==> src/rtl/arb2_merge_pkg.sv <==
// rtl/arb2_merge_pkg.sv - shared constants and state encoding for arb2_merge
//
// Purpose: state encoding for the arbitration FSM and the default beat width.
// Ports:   none (package).

package arb2_merge_pkg;

   localparam int DEFAULT_WIDTH = 32;

   typedef enum logic [1:0] {
      ST_IDLE  = 2'd0,
      ST_LOCK0 = 2'd1,
      ST_LOCK1 = 2'd2
   } state_e;

endpackage

==> src/rtl/mux2e.sv <==
// rtl/mux2e.sv - two-way select over a [upper:lower] bit field
//
// Purpose: picks in1 when sel is high, otherwise in0.
// Ports:
//   sel  in   select, 1 chooses in1
//   in0  in   [upper:lower] candidate 0
//   in1  in   [upper:lower] candidate 1
//   out  out  [upper:lower] selected value

module mux2e #(
   parameter int upper = 32,
   parameter int lower = 0
) (
   input  logic               sel,
   input  logic [upper:lower] in0,
   input  logic [upper:lower] in1,
   output logic [upper:lower] out
);

   assign out = sel ? in1 : in0;

endmodule

==> src/rtl/arb2_merge.sv <==
// rtl/arb2_merge.sv - two-input packet merger with round-robin arbitration
//
// Purpose: merges two valid/ready packet streams onto one registered output
//          stream. A grant is held from the first beat of a packet until its
//          last beat is accepted, so packets never interleave.
// Ports:
//   clk, reset_n                  clock, asynchronous active-low reset
//   in0_valid/data/last/ready     source 0 stream
//   in1_valid/data/last/ready     source 1 stream
//   out_valid/data/last/src       registered output beat and its source index
//   out_ready                     downstream accept

module arb2_merge
   import arb2_merge_pkg::*;
#(
   parameter int WIDTH = DEFAULT_WIDTH
) (
   input  logic             clk,
   input  logic             reset_n,
   input  logic             in0_valid,
   input  logic [WIDTH-1:0] in0_data,
   input  logic             in0_last,
   output logic             in0_ready,
   input  logic             in1_valid,
   input  logic [WIDTH-1:0] in1_data,
   input  logic             in1_last,
   output logic             in1_ready,
   output logic             out_valid,
   output logic [WIDTH-1:0] out_data,
   output logic             out_last,
   output logic             out_src,
   input  logic             out_ready
);

   state_e           state_q, state_d;
   logic             rr_q, rr_d;
   logic             out_valid_q, out_valid_d;
   logic [WIDTH-1:0] out_data_q, out_data_d;
   logic             out_last_q, out_last_d;
   logic             out_src_q, out_src_d;

   logic             grant;
   logic             grant_vld;
   logic             load;
   logic             xfer;
   logic [WIDTH:0]   sel_beat;

   // Grant is a pure function of registered state and the two valids.
   // With nothing valid in IDLE the select rests on the preferred source.
   always_comb begin
      grant     = rr_q;
      grant_vld = 1'b0;
      case (state_q)
         ST_IDLE: begin
            if (in0_valid && in1_valid) begin
               grant_vld = 1'b1;
               grant     = rr_q;
            end else if (in0_valid) begin
               grant_vld = 1'b1;
               grant     = 1'b0;
            end else if (in1_valid) begin
               grant_vld = 1'b1;
               grant     = 1'b1;
            end
         end
         ST_LOCK0: begin
            grant_vld = 1'b1;
            grant     = 1'b0;
         end
         ST_LOCK1: begin
            grant_vld = 1'b1;
            grant     = 1'b1;
         end
         default: begin
            grant_vld = 1'b0;
            grant     = 1'b0;
         end
      endcase
   end

   // The output register can take a new beat when empty or draining now.
   assign load = !out_valid_q || out_ready;

   // reset_n gating keeps both readies low for the whole reset pulse.
   assign in0_ready = reset_n && load && grant_vld && !grant;
   assign in1_ready = reset_n && load && grant_vld &&  grant;

   assign xfer = grant ? (in1_valid && in1_ready) : (in0_valid && in0_ready);

   mux2e #(
      .upper (WIDTH),
      .lower (0)
   ) u_mux2e (
      .sel (grant),
      .in0 ({in0_last, in0_data}),
      .in1 ({in1_last, in1_data}),
      .out (sel_beat)
   );

   always_comb begin
      state_d     = state_q;
      rr_d        = rr_q;
      out_valid_d = out_valid_q;
      out_data_d  = out_data_q;
      out_last_d  = out_last_q;
      out_src_d   = out_src_q;

      if (xfer) begin
         out_valid_d = 1'b1;
         out_data_d  = sel_beat[WIDTH-1:0];
         out_last_d  = sel_beat[WIDTH];
         out_src_d   = grant;
         if (sel_beat[WIDTH]) begin
            state_d = ST_IDLE;
            rr_d    = !grant;
         end else begin
            // In LOCKx grant already equals x, so this holds the lock.
            state_d = grant ? ST_LOCK1 : ST_LOCK0;
         end
      end else if (out_ready) begin
         out_valid_d = 1'b0;
      end

      // An unreachable encoding grants nothing; recover to IDLE.
      if (state_q != ST_IDLE && state_q != ST_LOCK0 && state_q != ST_LOCK1) begin
         state_d = ST_IDLE;
      end
   end

   always_ff @(posedge clk or negedge reset_n) begin
      if (!reset_n) begin
         state_q     <= ST_IDLE;
         rr_q        <= 1'b0;
         out_valid_q <= 1'b0;
         out_data_q  <= '0;
         out_last_q  <= 1'b0;
         out_src_q   <= 1'b0;
      end else begin
         state_q     <= state_d;
         rr_q        <= rr_d;
         out_valid_q <= out_valid_d;
         out_data_q  <= out_data_d;
         out_last_q  <= out_last_d;
         out_src_q   <= out_src_d;
      end
   end

   assign out_valid = out_valid_q;
   assign out_data  = out_data_q;
   assign out_last  = out_last_q;
   assign out_src   = out_src_q;

endmodule

==> config.mk <==
export PLATFORM = sky130hd
export DESIGN_NAME = arb2_merge
export DESIGN_NICKNAME = d
export VERILOG_FILES = /design/src/rtl/arb2_merge_pkg.sv /design/src/rtl/mux2e.sv /design/src/rtl/arb2_merge.sv
export SDC_FILE = /design/constraint.sdc
export NUM_CORES = 1
export LEC_CHECK = 0
export ABC_AREA = 1
export BUFFER_PORTS_ARGS = -buffer_cell sky130_fd_sc_hd__buf_2
export CAP_MARGIN = 20
export CORE_MARGIN = 1.5
export CORE_UTILIZATION = 48
export CTS_CLUSTER_SIZE = 16
export DETAILED_ROUTE_END_ITERATION = 12
export PLACE_DENSITY = 0.85
export SKIP_CTS_REPAIR_TIMING = 1
export SYNTH_ARGS = -nofsm -noshare
export SYNTH_HDL_FRONTEND = slang
export SYNTH_SLANG_ARGS = --single-unit
==> constraint.sdc <==
create_clock -name clk -period 5.35 [get_ports clk]
set_clock_uncertainty 0.1 [all_clocks]
set_input_delay 1.3375 -clock clk [delete_from_list [all_inputs] [get_ports clk]]
set_output_delay 1.3375 -clock clk [all_outputs]
set_load 0.02 [all_outputs]
==> impl_metrics.json <==
{
  "r2r-start": "state_q[0]",
  "synth.net_count": 364,
  "critPathSlowestCell": "inv_4",
  "required_ns": 3.91,
  "reg2regPathDepth": 12,
  "track_usage_pct": 20.31,
  "vdd_drop_max_v": 0.0002871,
  "avgViaCountPerCell": 4.463,
  "drc_errors": 0,
  "worst_pin_slew_ns": 0.4670,
  "nNetsFinal": 467,
  "cts_tree": "built",
  "path_common_cell": "nor2_1",
  "setup_viol": 0,
  "yosys_warnings": 0,
  "crit_chain": "buf_2 > nor2_1 > nor2_1 > nand2_1 > nand2_4 > inv_4 > nor2_1 > buf_2",
  "cts_buffers": 5,
  "reg2reg_to": "out_data[6]",
  "netlist_area_um2": 2011,
  "syn2layout_area_growth_pct": 29.62,
  "drt-total-wl_um": 4455,
  "place_area_um2": 2530,
  "die_y_um": 67.72,
  "wl_met3_um": 220,
  "dp_hpwl_um": 3199,
  "cp_max_fo": 36,
  "utilization_pct": 65.15,
  "dieArea_um2": 4586,
  "gp_congestion": 0.7468,
  "timing.final.crit_period_ns": 4.017,
  "synth_top_area_share_pct": 47.29,
  "finalCritPeriodShare_pct": 75.08,
  "worstSetupEndpoint": "in1_ready",
  "final_max_slew_viol_count": 0,
  "wl_met2_um": 2261,
  "io_pins": 108,
  "wire_per_inst_um": 10.06,
  "ys_ff_latch": 38,
  "first_iter_violations": 90,
  "grt_antenna_before_repair": 0,
  "drt_pass1_iterations": 4,
  "grt_max_degree": 39,
  "critPathArrivalTime_ns": 2.58,
  "tns_ns": 0,
  "clk_pin_slew_ns": 0.07,
  "p_per_area_nw_per_um2": 577.1,
  "cpPeakStageDelay_ns": 0.38,
  "rows": 23,
  "relSlewSlack_pct": 68.87,
  "rrSetupSlack_ns": 2.72,
  "crit_type": "in -> out",
  "clk_latency_ns": 0.28,
  "yosysSeqAreaShare_pct": 47.29,
  "grt_pass1_wl_um": 6996,
  "routed.top_layer": "met4",
  "rsz0062_at_grt": "no",
  "synth_area_leader_cell": "dfrtp_1",
  "stdcell_area_um2": 2606,
  "syn_area_per_cell_um2": 6.933,
  "end_kind": "output port",
  "clockRootBuffer": "clkbuf_8",
  "finalPower_w": 0.001504,
  "fillers": 387,
  "fmax_mhz": 249.0,
  "ant_nets": 0,
  "cts_max_level": 2,
  "synth_area_leaders": "dfrtp_1 (47%), nand2_1 (39%), ha_1 (1.9%), inv_1 (1.7%), buf_6 (1.7%)",
  "cts_sinks": 38,
  "hold_ws_ns": 0.3657,
  "grt_pass1_vias": 1638,
  "dieWidth_um": 67.72,
  "hold_class": "reg -> reg",
  "finalHoldViolations": 0,
  "drive_gt1_share_pct": 30.53,
  "crit_start": "in1_valid",
  "grt_overflow": 0,
  "outcome": "finished, final reports clean",
  "cellLeakagePower_nw": 1.673,
  "fp.coreArea_um2": 4000,
  "n_antenna_cell": 0,
  "start_util_pct": 50.27,
  "syn_inst": 290,
  "maxCapViolations": 0,
  "wl_met1_um": 1944,
  "vias": 1977,
  "cts_max_path_buffers": 2,
  "start_kind": "input pin",
  "yosysUniqueCellTypes": 15,
  "portBuffers": 107
}
[per-layer routing]
metal | global-route usage [%] | up-vias
met5 | 0 | -
met4 | 5.867 | 0
li1 | - | 1070
met3 | 4.833 | 2
met1 | 24.22 | 851
met2 | 36.15 | 54
[cells in the mapped netlist]
cell     number
inv_4         2
ha_1          3
buf_6         3
a21oi_2       1
nor2_1        8
nand2_4       2
nand3_2       2
nand4_1       2
nand3_1       2
buf_2         6
dfrtp_1      38
o21ai_1       1
buf_4         3
nand2_1     208
inv_1         9
[sequential cells by signal, summed over array words and instances (netlist names)]
register,cells
out_data,32
state_q,2
out_last,1
out_src,1
out_valid,1
rr_q,1
[cells in the final DEF, fill, tap and decap left out, drive strengths merged]
master	netlist	layout
nand4	2	2
inv	11	11
o21ai	1	1
clkbuf	0	7
a21oi	1	1
ha	3	3
nand3	4	4
nand2	210	210
nor2	8	8
dfrtp	38	38
buf	12	108
[metrics by stage]
| step | std cells | setup slack (ns) |
|---|---|---|
| finish | 443 | 1.333 |
| global route | 443 | 1.202 |
| CTS | 443 | 1.332 |
| detailed placement | 436 | 1.332 |
| global placement | 436 | 1.375 |
| floorplan | 290 | 1.763 |
[worst min path at each step]
stage                       from            to  slack, ns  cells after the start
floorplan                   rr_q          rr_q       0.36                      2
global placement         out_src       out_src       0.35                      2
detailed placement  out_data[29]  out_data[29]       0.35                      2
CTS                 out_data[29]  out_data[29]       0.37                      2
global route        out_data[24]  out_data[24]       0.39                      2
finish              out_data[19]  out_data[19]       0.37                      2
[cell families after synthesis]
group | after synthesis | synth area share [%]
AND/OR/NAND/NOR | 224 | 43.56
buffers and inverters | 23 | 6.596
adder cells (fa/ha/maj) | 3 | 1.867
flip-flops | 38 | 47.29
AO/OA/AOI/OAI | 2 | 0.6843
[critical path: cells and delay by family]
family	cells	cell delay (ns)
AND/OR/NAND/NOR	5	0.56
buffers and inverters	3	0.67
[cell type report]
| type | instances | area, um^2 | share of cell area (%) |
|---|---|---|---|
| clock buffer | 7 | 76.32 | 2.928 |
| inverter | 11 | 46.29 | 1.776 |
| multi-input combinational | 229 | 927.1 | 35.57 |
| sequential | 38 | 950.9 | 36.49 |
| tap | 50 | 62.56 | 2.400 |
| timing repair buffer | 108 | 543.0 | 20.84 |
[where the power goes]
| group | leakage, nW | switching, W | total (W) | internal, W |
|---|---|---|---|---|
| sequential | 0.480 | 0.0000683 | 0.000488 | 0.000420 |
| combinational | 1.16 | 0.000583 | 0.000841 | 0.000257 |
| clock | 0.0383 | 0.0000858 | 0.000175 | 0.0000896 |
| total | 1.67 | 0.000738 | 0.00150 | 0.000766 |
Power figures use the tool's default switching activity.
